==> config.mk <==
export PLATFORM = sky130hd
export DESIGN_NAME = uart_rx_fsm
export DESIGN_NICKNAME = d
export VERILOG_FILES = /design/src/rtl/uart_rx_pkg.sv /design/src/rtl/uart_rx_fsm_edge_bit_counter.sv /design/src/rtl/uart_rx_fsm.sv
export SDC_FILE = /design/constraint.sdc
export NUM_CORES = 1
export LEC_CHECK = 0
export ABC_AREA = 1
export BUFFER_PORTS_ARGS = -buffer_cell sky130_fd_sc_hd__buf_4
export CAP_MARGIN = 0
export CORE_MARGIN = 2
export CORE_UTILIZATION = 35
export CTS_CLUSTER_DIAMETER = 30
export DETAILED_ROUTE_END_ITERATION = 10
export PLACE_DENSITY = 0.61
export SKIP_CTS_REPAIR_TIMING = 1
export SLEW_MARGIN = 20
export SYNTH_ARGS = -nofsm -noshare
export SYNTH_HDL_FRONTEND = slang
export SYNTH_SLANG_ARGS = --single-unit
==> constraint.sdc <==
create_clock -name CLK -period 4.5 [get_ports CLK]
set_clock_uncertainty 0.1 [all_clocks]
set_input_delay 0.675 -clock CLK [delete_from_list [all_inputs] [get_ports CLK]]
set_output_delay 0.675 -clock CLK [all_outputs]
set_load 0.03 [all_outputs]
==> src/rtl/uart_rx_pkg.sv <==
// Shared types and constants for the UART receive controller.
package uart_rx_pkg;

    typedef enum logic [2:0] {
        ST_IDLE,
        ST_START,
        ST_DATA,
        ST_PARITY,
        ST_STOP
    } rx_state_e;

    localparam int unsigned PRESC_8  = 8;
    localparam int unsigned PRESC_16 = 16;
    localparam int unsigned PRESC_32 = 32;

    // The sampler votes on edges P/2-1..P/2+1, so its result settles two edges past P/2.
    localparam int unsigned MID_OFFSET = 2;

    function automatic int unsigned mid_edge(input int unsigned presc);
        return (presc / 2) + MID_OFFSET;
    endfunction

endpackage

==> src/rtl/uart_rx_fsm_edge_bit_counter.sv <==
// Oversample edge counter with per-bit wrap and frame bit index.
module edge_bit_counter #(
    parameter int PRESC_W = 6
) (
    input  logic               CLK,
    input  logic               RST,
    input  logic               en,
    input  logic               clr,
    input  logic [PRESC_W-1:0] presc,
    output logic [PRESC_W-1:0] edge_cnt,
    output logic [3:0]         bit_cnt,
    output logic               last_edge
);

    assign last_edge = (edge_cnt == (presc - PRESC_W'(1)));

    always_ff @(posedge CLK or negedge RST) begin
        if (!RST) begin
            edge_cnt <= '0;
            bit_cnt  <= '0;
        end else if (clr) begin
            edge_cnt <= '0;
            bit_cnt  <= '0;
        end else if (en) begin
            if (last_edge) begin
                edge_cnt <= '0;
                bit_cnt  <= bit_cnt + 4'd1;
            end else begin
                edge_cnt <= edge_cnt + PRESC_W'(1);
            end
        end
    end

endmodule

==> src/rtl/uart_rx_fsm.sv <==
// UART RX frame sequencer: start detect, per-phase check/shift pulses and the final data_valid.
module uart_rx_fsm
    import uart_rx_pkg::*;
#(
    parameter int DATA_WIDTH = 8,
    parameter int PRESC_W    = 6
) (
    input  logic               CLK,
    input  logic               RST,
    input  logic               RX_IN,
    input  logic               PAR_EN,
    input  logic [PRESC_W-1:0] Prescale,
    input  logic               strt_glitch,
    input  logic               par_err,
    input  logic               stp_err,
    output logic [PRESC_W-1:0] edge_cnt,
    output logic [3:0]         bit_cnt,
    output logic               dat_samp_en,
    output logic               strt_chk_en,
    output logic               deser_en,
    output logic               par_chk_en,
    output logic               stp_chk_en,
    output logic               data_valid,
    output rx_state_e          state_dbg
);

    rx_state_e          state;
    logic [PRESC_W-1:0] presc_l;
    logic               par_en_l;
    logic               frame_err;
    logic               last_edge;
    logic               cnt_en;
    logic               cnt_clr;
    logic [PRESC_W-1:0] pre_mid_edge;
    logic               pre_mid;

    assign state_dbg = state;

    // Pulses are registered, so they are launched one edge before the mid-bit point.
    assign pre_mid_edge = PRESC_W'(mid_edge(32'(presc_l)) - 1);
    assign pre_mid      = (edge_cnt == pre_mid_edge);

    // Counters restart whenever the frame ends or restarts, so every START begins at edge 0.
    assign cnt_en  = (state != ST_IDLE);
    assign cnt_clr = (state == ST_IDLE) ||
                     (last_edge && (((state == ST_START) && strt_glitch) || (state == ST_STOP)));

    edge_bit_counter #(.PRESC_W(PRESC_W)) u_cnt (
        .CLK       (CLK),
        .RST       (RST),
        .en        (cnt_en),
        .clr       (cnt_clr),
        .presc     (presc_l),
        .edge_cnt  (edge_cnt),
        .bit_cnt   (bit_cnt),
        .last_edge (last_edge)
    );

    always_ff @(posedge CLK or negedge RST) begin
        if (!RST) begin
            state       <= ST_IDLE;
            presc_l     <= PRESC_W'(PRESC_8);
            par_en_l    <= 1'b0;
            frame_err   <= 1'b0;
            dat_samp_en <= 1'b0;
            strt_chk_en <= 1'b0;
            deser_en    <= 1'b0;
            par_chk_en  <= 1'b0;
            stp_chk_en  <= 1'b0;
            data_valid  <= 1'b0;
        end else begin
            strt_chk_en <= 1'b0;
            deser_en    <= 1'b0;
            par_chk_en  <= 1'b0;
            stp_chk_en  <= 1'b0;
            data_valid  <= 1'b0;
            case (state)
                ST_IDLE: begin
                    if (!RX_IN) begin
                        state       <= ST_START;
                        presc_l     <= Prescale;
                        par_en_l    <= PAR_EN;
                        frame_err   <= 1'b0;
                        dat_samp_en <= 1'b1;
                    end
                end
                ST_START: begin
                    strt_chk_en <= pre_mid;
                    if (last_edge) begin
                        if (strt_glitch) begin
                            state       <= ST_IDLE;
                            dat_samp_en <= 1'b0;
                        end else begin
                            state <= ST_DATA;
                        end
                    end
                end
                ST_DATA: begin
                    deser_en <= pre_mid;
                    if (last_edge && (bit_cnt == 4'(DATA_WIDTH))) begin
                        state <= par_en_l ? ST_PARITY : ST_STOP;
                    end
                end
                ST_PARITY: begin
                    par_chk_en <= pre_mid;
                    if (last_edge) begin
                        frame_err <= par_err;
                        state     <= ST_STOP;
                    end
                end
                ST_STOP: begin
                    stp_chk_en <= pre_mid;
                    if (last_edge) begin
                        data_valid <= !frame_err && !stp_err;
                        // A low line here is the next frame's start bit.
                        if (!RX_IN) begin
                            state     <= ST_START;
                            presc_l   <= Prescale;
                            par_en_l  <= PAR_EN;
                            frame_err <= 1'b0;
                        end else begin
                            state       <= ST_IDLE;
                            dat_samp_en <= 1'b0;
                        end
                    end
                end
                default: begin
                    state       <= ST_IDLE;
                    dat_samp_en <= 1'b0;
                end
            endcase
        end
    end

endmodule
==> summary.txt, run 1 <==
status - finished, final reports clean
initial drt markers - 86
top post-synthesis cells by area - dfrtp_1 (39%), nand2_1 (12%), nor2_1 (7.4%)
Design Area, Final - 1990 µm²
Final min period - 2.17 ns
vias - 1503
Net Sw Power - 0.675 mW
CTS tree - built
Critical Path Max Stage Delay - 0.41 ns
nets - 271
unrepaired setup endpoints after global routing - no
first-pass GRT wire length - 6110 µm
Req. time, crit path - 4.57 ns
Avg Inst Size Synth - 7.60 µm²
Die Ht - 73.0 µm
Critical R2R Launch - presc_l[1]$_DFFE_PN0P_
area post-placement - 1940 µm²
die footprint - 5330 µm²
critical path's most frequent cell - nand2_1
Yosys reg bits - 27
maximum number of pins on one net before global-route repair - 28
setup tns final - 0 ns
# setup viols final - 0
Die X - 73.0 µm
initial antenna violation count - 0
Inst Count DP - 301
DRT antenna net count - 0
via/cell ratio - 4.93
number of global-route vias before repair - 1366
IO Pins - 32
cell count after synthesis - 219
hpwl dp - 2850 µm
Comb pwr share - 57.4%
cell taking the most area after synthesis - dfrtp_1
worst slew pin tran - 0.345 ns
Starting Density - 35.7%
port buffer count - 31
fin crit share - 48.3%
Synth Warn # - 0
drt wl/cell - 11.8 µm
cell depth of the worst setup path - 13
Unique masters post-synth - 29
Seq/Total Area, Yosys - 40.6%
clk sinks - 27
overflow left after global routing - 0
Final Hold Fails - 0
switching share of power - 50.3%
clk slew on worst S/H paths - 0.10 ns
clk_lat worst skew - 0.27 ns
gpl congestion - 0.841
max cap viols - 0
WL final - 3600 µm
Pins Over Slew Limit - 0
GRT Util Overall - 14.7%
CTS buffer count - 3
H-tree depth - 1
Critical Path Slowest Stage Cell - dfrtp_1
Power Density - 676 nW/µm²
pre-CTS WS - 2.32 ns
worst endpoint data arrival time - 2.24 ns
Area Overhead vs Synth - 19.2%
Buf/Inv on CP - 2
Clock Tree Buf Depth - 2
Max Fclk - 460 MHz
Setup WS post-layout - 2.33 ns
startpoint types - flip-flop
antenna cells - 0
clock root cell - clkbuf_8
cell row count - 25
power share of the clock group - 10.5%
Reg2Reg Setup Slack - 2.33 ns
cell area after synthesis - 1670 µm²
share of power burned in registers - 32.1%
crit path kind - reg -> reg
fraction of layout cells with a size suffix above 1 - 22.7%
Pint - 0.667 mW
critical path cell sequence - inv_1, ha_1, inv_1, nand2_1, nand2_1, nor2_1, nand2_1, nor2_4, nand3_4, nand2_4, nand3_4, nor2_1, a21oi_2
final core utilization - 42.6%
Relative slew margins - 77.0%
Largest delay share family, worst path - simple AND/OR/NAND/NOR gates
Core Box Area - 4660 µm²
total power - 1.34 mW
DRC - 0
final cell count without fillers - 305
# fillers - 490
Pleak - 1.03 nW
Synth top area share - 39.1%
final hold slack - 0.199 ns
Peak supply drop - 0.189 mV
worst hold-check path type - in -> async
critical path launch point - presc_l[1]$_DFFE_PN0P_
drt pass-1 iters - 4
R2R depth - 13
syn nets - 238
worst-path fanout max - 14
Critical Path Sink Type - flip-flop
## area by class of cell
class | count | area, µm² | share of cell area, %
clock buffers | 3 | 41.3 | 2.08
clock inverters | 1 | 5.00 | 0.252
inverters | 33 | 124 | 6.24
multi-input cells | 156 | 838 | 42.2
flip-flops and latches | 27 | 677 | 34.1
well taps | 54 | 67.6 | 3.40
repair buffers | 31 | 233 | 11.7
## logic make-up (layout without fill, tap and decap cells)
group	Yosys count	after routing	share of synthesized area (%)
AO/OA/AOI/OAI	24	24	9.24
XOR/XNOR	8	8	4.21
adder cells (fa/ha/maj)	6	6	4.51
buffers and inverters	36	68	9.02
flip-flops	27	27	40.6
AND/OR/NAND/NOR	118	118	32.4
## flip-flops by register name (all words and copies together), names as in the netlist
name and cells:
u_cnt.bit_cnt 4, frame_err 1, par_chk_en 1, deser_en 1, stp_chk_en 1, data_valid 1, u_cnt.edge_cnt 6, strt_chk_en 1
presc_l 6, state_dbg 3, dat_samp_en 1, par_en_l 1
## Yosys cell counts, drive strengths merged
cell    instances
a21oi          13
and3            1
buf             3
dfrtp          26
dfstp           1
ha              6
inv            33
nand2          56
nand3          13
nand4           6
nor2           37
nor3            2
nor3b           2
nor4            1
o211a           1
o211ai          1
o21ai           9
xnor2           3
xor2            5
## worst reg2reg max path, cell delays in order, from the launching register on
cell     delay, ns
dfrtp_1       0.41
inv_1         0.11
ha_1          0.31
inv_1         0.04
nand2_1       0.06
nand2_1       0.04
nor2_1        0.07
nand2_1       0.09
nor2_4        0.14
nand3_4       0.12
nand2_4       0.10
nand3_4       0.20
nor2_1        0.20
a21oi_2       0.05
## metal layers
layer,global-route usage (%),up-vias,wire length [µm],part of all wire [%]
li1,-,756,-,-
met1,20.6,703,1720,48
met2,22.9,40,1660,46
met3,2.35,4,189,5.3
met4,5.14,0,36,1.0
met5,0,-,0,0
## power groups by stage
stage               Sequential (mW)  Clock (mW)  Combinational [mW]
global placement              0.434           0               0.765
CTS                           0.430       0.145               0.778
floorplan                     0.486           0               0.530
global route                  0.446       0.157               0.871
detailed placement            0.434           0               0.775
finish                        0.431       0.141               0.770
## placed cells by master (no fill, tap or decap), types with 2 or more instances in the layout
cell,count
a21oi_1,7
a21oi_2,6
buf_4,31
clkbuf_8,3
dfrtp_1,26
ha_1,6
inv_1,27
inv_2,6
nand2_1,54
nand3_1,11
nand3_4,2
nand4_1,6
nor2_1,33
nor2_2,3
nor3_1,2
nor3b_1,2
o21ai_0,6
o21ai_1,2
xnor2_1,3
xor2_1,5
## path summary, 6_finish.rpt
| kind | to |
|---|---|
| worst min-delay path | stp_chk_en$_DFF_PN0_ |
| worst min register to register | data_valid$_DFF_PN0_ |
| min in group CLK | data_valid$_DFF_PN0_ |
| max in group asynchronous | presc_l[3]$_DFFE_PN1P_ |
| worst max-delay path | presc_l[1]$_DFFE_PN0P_ |
| worst max register to register | presc_l[1]$_DFFE_PN0P_ |
(Power assumes the default switching activity.)
==> inputs of run 2 (changes only) <==
--- a/config.mk
+++ b/config.mk
@@ -12,7 +12,7 @@
 export CORE_UTILIZATION = 35
 export CTS_CLUSTER_DIAMETER = 30
 export DETAILED_ROUTE_END_ITERATION = 10
-export PLACE_DENSITY = 0.61
+export PLACE_DENSITY = 0.63
 export SKIP_CTS_REPAIR_TIMING = 1
 export SLEW_MARGIN = 20
 export SYNTH_ARGS = -nofsm -noshare
==> constraint.sdc (replaced) <==
create_clock -name CLK -period 1.8 [get_ports CLK]
set_clock_uncertainty 0.1 [all_clocks]
set_input_delay 0.27 -clock CLK [delete_from_list [all_inputs] [get_ports CLK]]
set_output_delay 0.27 -clock CLK [all_outputs]
set_load 0.03 [all_outputs]
==> run 2 against run 1 <==
Net effect: die area did not move; flip-flop and latch count unchanged; largest cell class unchanged; wire length up 7.8%; combinational power rose to 3.3 times the previous value; highest routed layer unchanged; register-to-register slack worse by 2.5 ns; the flow now finishes with violations (setup timing); total power grew to 2.9 times the previous value.
==> summary.txt, run 2 (synthesis results as in run 1) <==
Pleak - 1.15 nW
final core utilization - 49.2%
worst slew pin tran - 0.350 ns
overflow left after global routing - 0
worst hold-check path type - in -> reg
Die Ht - 73.0 µm
Critical Path Sink Type - flip-flop
CTS tree - built
Req. time, crit path - 1.87 ns
Reg2Reg Setup Slack - -0.12 ns
DRT antenna net count - 0
Pins Over Slew Limit - 0
crit path kind - reg -> reg
cell row count - 25
area post-placement - 2100 µm²
Clock Tree Buf Depth - 2
H-tree depth - 1
failing checks - setup timing
CTS buffer count - 3
final hold slack - 0.0332 ns
initial antenna violation count - 0
cell depth of the worst setup path - 14
clk slew on worst S/H paths - 0.10 ns
unrepaired setup endpoints after global routing - yes
Power Density - 1710 nW/µm²
maximum number of pins on one net before global-route repair - 28
critical path cell sequence - inv_2, ha_4, inv_2, nand2_2, nand2_2, nor2_4, nand2_2, nor2_4, nand3_4, nand2_4, buf_4, nand3_1, nand2_1, o21ai_1
drt wl/cell - 11.8 µm
nets - 294
clk_lat worst skew - 0.27 ns
R2R depth - 14
critical path launch point - presc_l[1]$_DFFE_PN0P_
Core Box Area - 4660 µm²
Starting Density - 35.7%
critical path's most frequent cell - nand2_2
first-pass GRT wire length - 6220 µm
Min-Delay Startpoint - stp_err
number of global-route vias before repair - 1438
Design Area, Final - 2290 µm²
DRC - 0
Max Fclk - 520 MHz
Largest delay share family, worst path - simple AND/OR/NAND/NOR gates
port buffer count - 31
vias - 1579
Critical Path Max Stage Delay - 0.37 ns
Final min period - 1.92 ns
initial drt markers - 54
clock root cell - clkbuf_8
Buf/Inv on CP - 3
clk sinks - 27
die footprint - 5330 µm²
Area Overhead vs Synth - 37.7%
status - finished, violations left
via/cell ratio - 4.81
r2r endpoint - frame_err$_DFFE_PN0P_
# setup viols final - 18
drt pass-1 iters - 4
highest-count cells in the layout ignoring fill and taps - nand2_1 (48), buf_4 (48), nor2_1 (28)
Hold Path Stages - 2
Die X - 73.0 µm
IO Pins - 32
pre-CTS WS - -0.221 ns
Largest regs - presc_l (6), u_cnt.edge_cnt (6), u_cnt.bit_cnt (4)
Critical R2R Launch - presc_l[1]$_DFFE_PN0P_
Final Hold Fails - 0
fin crit share - 107%
startpoint types - flip-flop
hold worst-path end - data_valid$_DFF_PN0_
fraction of layout cells with a size suffix above 1 - 36.1%
Setup WS post-layout - -0.125 ns
WL final - 3880 µm
gpl congestion - 0.871
GRT Util Overall - 14.7%
Relative slew margins - 76.7%
Critical Path Slowest Stage Cell - dfrtp_1
antenna cells - 0
worst-path fanout max - 6
Peak supply drop - 0.837 mV
max cap viols - 0
hpwl dp - 2870 µm
worst endpoint data arrival time - 2.00 ns
run 2: cell count changes in the layout (fill, tap and decap cells not counted), moves of 4 or more:
cell     previous run  this run
buf_4              31        48
buf_6               0         4
nand2_1            54        48
nand2_2             1         6
nor2_1             33        28
nor2_4              1         5
run 2: area by class of cell:
class | count | area (µm²)
Fill cell | 450 | 2370
Multi-Input combinational cell | 157 | 963
Sequential cell | 27 | 677
Timing Repair Buffer | 53 | 415
Inverter | 33 | 124
Tap cell | 54 | 67.6
Clock buffer | 3 | 41.3
Clock inverter | 1 | 5.00
run 2: through the flow:
| stage | total power [mW] | TNS (ns) | instances |
|---|---|---|---|
| 3_3_place_gp | 3.25 | -2.23 | 321 |
| 3_5_place_dp | 3.27 | -3.16 | 321 |
| 2_1_floorplan | 2.57 | -0.372 | 219 |
| 4_1_cts | 3.64 | -3.59 | 325 |
| 5_1_grt | 4.28 | -4.30 | 328 |
| 6_report | 3.93 | -1.23 | 328 |
run 2: routing by layer:
layer | global-route usage [%] | part of all wire [%]
met4 | 5.56 | 2.1
met3 | 1.80 | 4.1
met1 | 20.7 | 47
met2 | 22.9 | 47
met5 | 0 | 0
run 2: worst register-to-register path: stages (launching register included):
cell and delay, ns:
dfrtp_1 0.37, inv_2 0.07, ha_4 0.27, inv_2 0.03
nand2_2 0.06, nand2_2 0.06, nor2_4 0.09, nand2_2 0.07
nor2_4 0.11, nand3_4 0.14, nand2_4 0.13, buf_4 0.12
nand3_1 0.08, nand2_1 0.07, o21ai_1 0.05
run 2: power by group:
group / switching [mW] / internal [mW]
combinational: 1.50 / 1.06
sequential: 0.201 / 0.814
clock: 0.199 / 0.155
total: 1.90 / 2.03
run 2: worst max-delay path by stage:
stage                              endpoint  slack, ns
floorplan            presc_l[0]$_DFFE_PN0P_      -0.08
global placement     presc_l[1]$_DFFE_PN0P_      -0.16
detailed placement   presc_l[2]$_DFFE_PN0P_      -0.22
CTS                  presc_l[1]$_DFFE_PN0P_      -0.24
global route        dat_samp_en$_DFFE_PN0P_      -0.25
finish                frame_err$_DFFE_PN0P_      -0.12
==> inputs of run 3 (changes only) <==
--- a/config.mk
+++ b/config.mk
@@ -8,11 +8,9 @@
 export ABC_AREA = 1
 export BUFFER_PORTS_ARGS = -buffer_cell sky130_fd_sc_hd__buf_4
 export CAP_MARGIN = 0
-export CORE_MARGIN = 2
-export CORE_UTILIZATION = 35
-export CTS_CLUSTER_DIAMETER = 30
+export CORE_UTILIZATION = 49
 export DETAILED_ROUTE_END_ITERATION = 10
-export PLACE_DENSITY = 0.63
+export PLACE_DENSITY = 0.81
 export SKIP_CTS_REPAIR_TIMING = 1
 export SLEW_MARGIN = 20
 export SYNTH_ARGS = -nofsm -noshare
==> run 3 against run 2 <==
Net effect: the flow still finishes with violations (setup timing); sequential share of layout area grew 0.081 points; count of clock-buffer cells in the layout grew 1; critical path depth shrank 2; largest cell class unchanged; global-route usage grew 7.6 points; fmax shrank 5.1%; wire length grew 3.8%; critical path type unchanged; design area shrank 0.27%; highest routed layer unchanged; clock power shrank 28%; worst hold slack gained 0.041 ns; utilization grew 24 points; first-iteration DRC count grew 26%.
==> summary.txt, run 3 (synthesis results as in run 1) <==
first-pass GRT wire length - 6070 µm
Setup WS post-layout - -0.228 ns
initial antenna violation count - 0
critical path cell sequence - inv_2, ha_4, nand2_1, nand2_1, nor2_1, nand2_1, nor2_4, nand3_4, nand2_4, nand3_4, nor2_1, a21oi_2
pre-CTS WS - -0.183 ns
IO Pins - 32
worst endpoint data arrival time - 2.15 ns
number of global-route vias before repair - 1457
Die Ht - 60.3 µm
Critical Path Max Stage Delay - 0.41 ns
nets - 298
Area Overhead vs Synth - 37.3%
Largest regs - presc_l (6), u_cnt.edge_cnt (6), u_cnt.bit_cnt (4)
Power Density - 1700 nW/µm²
Inst Count DP - 312
startpoint types - flip-flop
Critical Path Sink Type - flip-flop
DRT antenna net count - 0
Clock Tree Buf Depth - 2
CTS buffer count - 3
unrepaired setup endpoints after global routing - yes
hpwl dp - 2830 µm
gpl congestion - 0.858
Buf/Inv on CP - 1
Critical Path Slowest Stage Cell - dfrtp_1
final cell count without fillers - 322
worst slew pin tran - 0.341 ns
Final min period - 2.03 ns
Max Fclk - 493 MHz
fraction of layout cells with a size suffix above 1 - 35.3%
drt pass-1 iters - 4
Die X - 60.3 µm
GRT Util Overall - 22.2%
max cap viols - 0
Core Box Area - 3130 µm²
# setup viols final - 23
clock root cell - clkbuf_4
initial drt markers - 68
Req. time, crit path - 1.92 ns
worst-path fanout max - 7
worst hold-check path type - in -> reg
clk sinks - 27
clk slew on worst S/H paths - 0.14 ns
Pleak - 1.16 nW
vias - 1627
maximum number of pins on one net before global-route repair - 28
overflow left after global routing - 0
Pins Over Slew Limit - 0
Starting Density - 53.2%
Peak supply drop - 0.916 mV
Relative slew margins - 77.3%
die footprint - 3640 µm²
area post-placement - 2100 µm²
critical path's most frequent cell - nand2_1
failing checks - setup timing
drt wl/cell - 12.5 µm
via/cell ratio - 5.05
fin crit share - 113%
WL final - 4030 µm
DRC - 0
highest-count cells in the layout ignoring fill and taps - nand2_1 (51), buf_4 (51), nor2_1 (31)
crit path kind - reg -> reg
cell row count - 20
status - finished, violations left
clk_lat worst skew - 0.33 ns
port buffer count - 31
Design Area, Final - 2290 µm²
CTS tree - built
Largest delay share family, worst path - simple AND/OR/NAND/NOR gates
final core utilization - 73.1%
antenna cells - 0
H-tree depth - 1
Final Hold Fails - 0
[run 3: cell count changes in the layout (fill, tap and decap cells not counted), moves of 2 or more]
| cell | previous run | this run |
|---|---|---|
| nand2_2 | 6 | 3 |
| clkbuf_8 | 3 | 0 |
| nand2_1 | 48 | 51 |
| nor2_4 | 5 | 1 |
| clkbuf_4 | 0 | 3 |
| nor2_1 | 28 | 31 |
| nand3_1 | 11 | 9 |
| buf_4 | 48 | 51 |
[run 3: per-layer routing]
layer,track usage [%],up-vias,part of all wire [%]
li1,-,813,-
met1,28.7,768,44
met2,38.3,41,50
met3,4.55,5,5.0
met4,4.65,0,0.97
met5,0,-,0
[run 3: tightest hold or removal path: stages]
cell     delay [ns]
buf_4          0.08
nor2_2         0.03
a21oi_2        0.08
[run 3: final timing paths]
check                                        from                      to  slack [ns]  cells after the start
setup / recovery           presc_l[1]$_DFFE_PN0P_  presc_l[4]$_DFFE_PN0P_       -0.23                     12
min in group asynchronous                     RST  presc_l[1]$_DFFE_PN0P_        0.27                      2
setup reg to reg           presc_l[1]$_DFFE_PN0P_  presc_l[4]$_DFFE_PN0P_       -0.23                     12
max in group asynchronous                     RST  presc_l[3]$_DFFE_PN1P_        1.03                      2
hold / removal                        Prescale[2]  presc_l[2]$_DFFE_PN0P_        0.07                      3
hold reg to reg             frame_err$_DFFE_PN0P_    data_valid$_DFF_PN0_        0.41                      1
[run 3: final cells by class]
| cell class | instances | area, µm² |
|---|---|---|
| tap | 44 | 55.1 |
| inverter | 33 | 124 |
| multi-input combinational | 157 | 957 |
| sequential | 27 | 677 |
| timing repair buffer | 57 | 448 |
| clock buffer | 4 | 26.3 |
| fill | 225 | 841 |
[run 3: per-stage QoR]
stage	hold WS (ns)	setup TNS (ns)	power, mW
after floorplan	-0.126	-0.372	2.57
after global placement	0.0996	-1.06	3.22
after detailed placement	0.102	-1.75	3.28
after CTS	-0.272	-2.32	3.55
after global routing	0.0652	-5.57	4.21
final	0.0742	-3.09	3.88
[run 3: power breakdown]
group	total [mW]	internal [mW]	switching (mW)
Sequential	1.02	0.812	0.204
Combinational	2.60	1.09	1.51
Clock	0.257	0.0869	0.171
Total	3.88	1.99	1.89
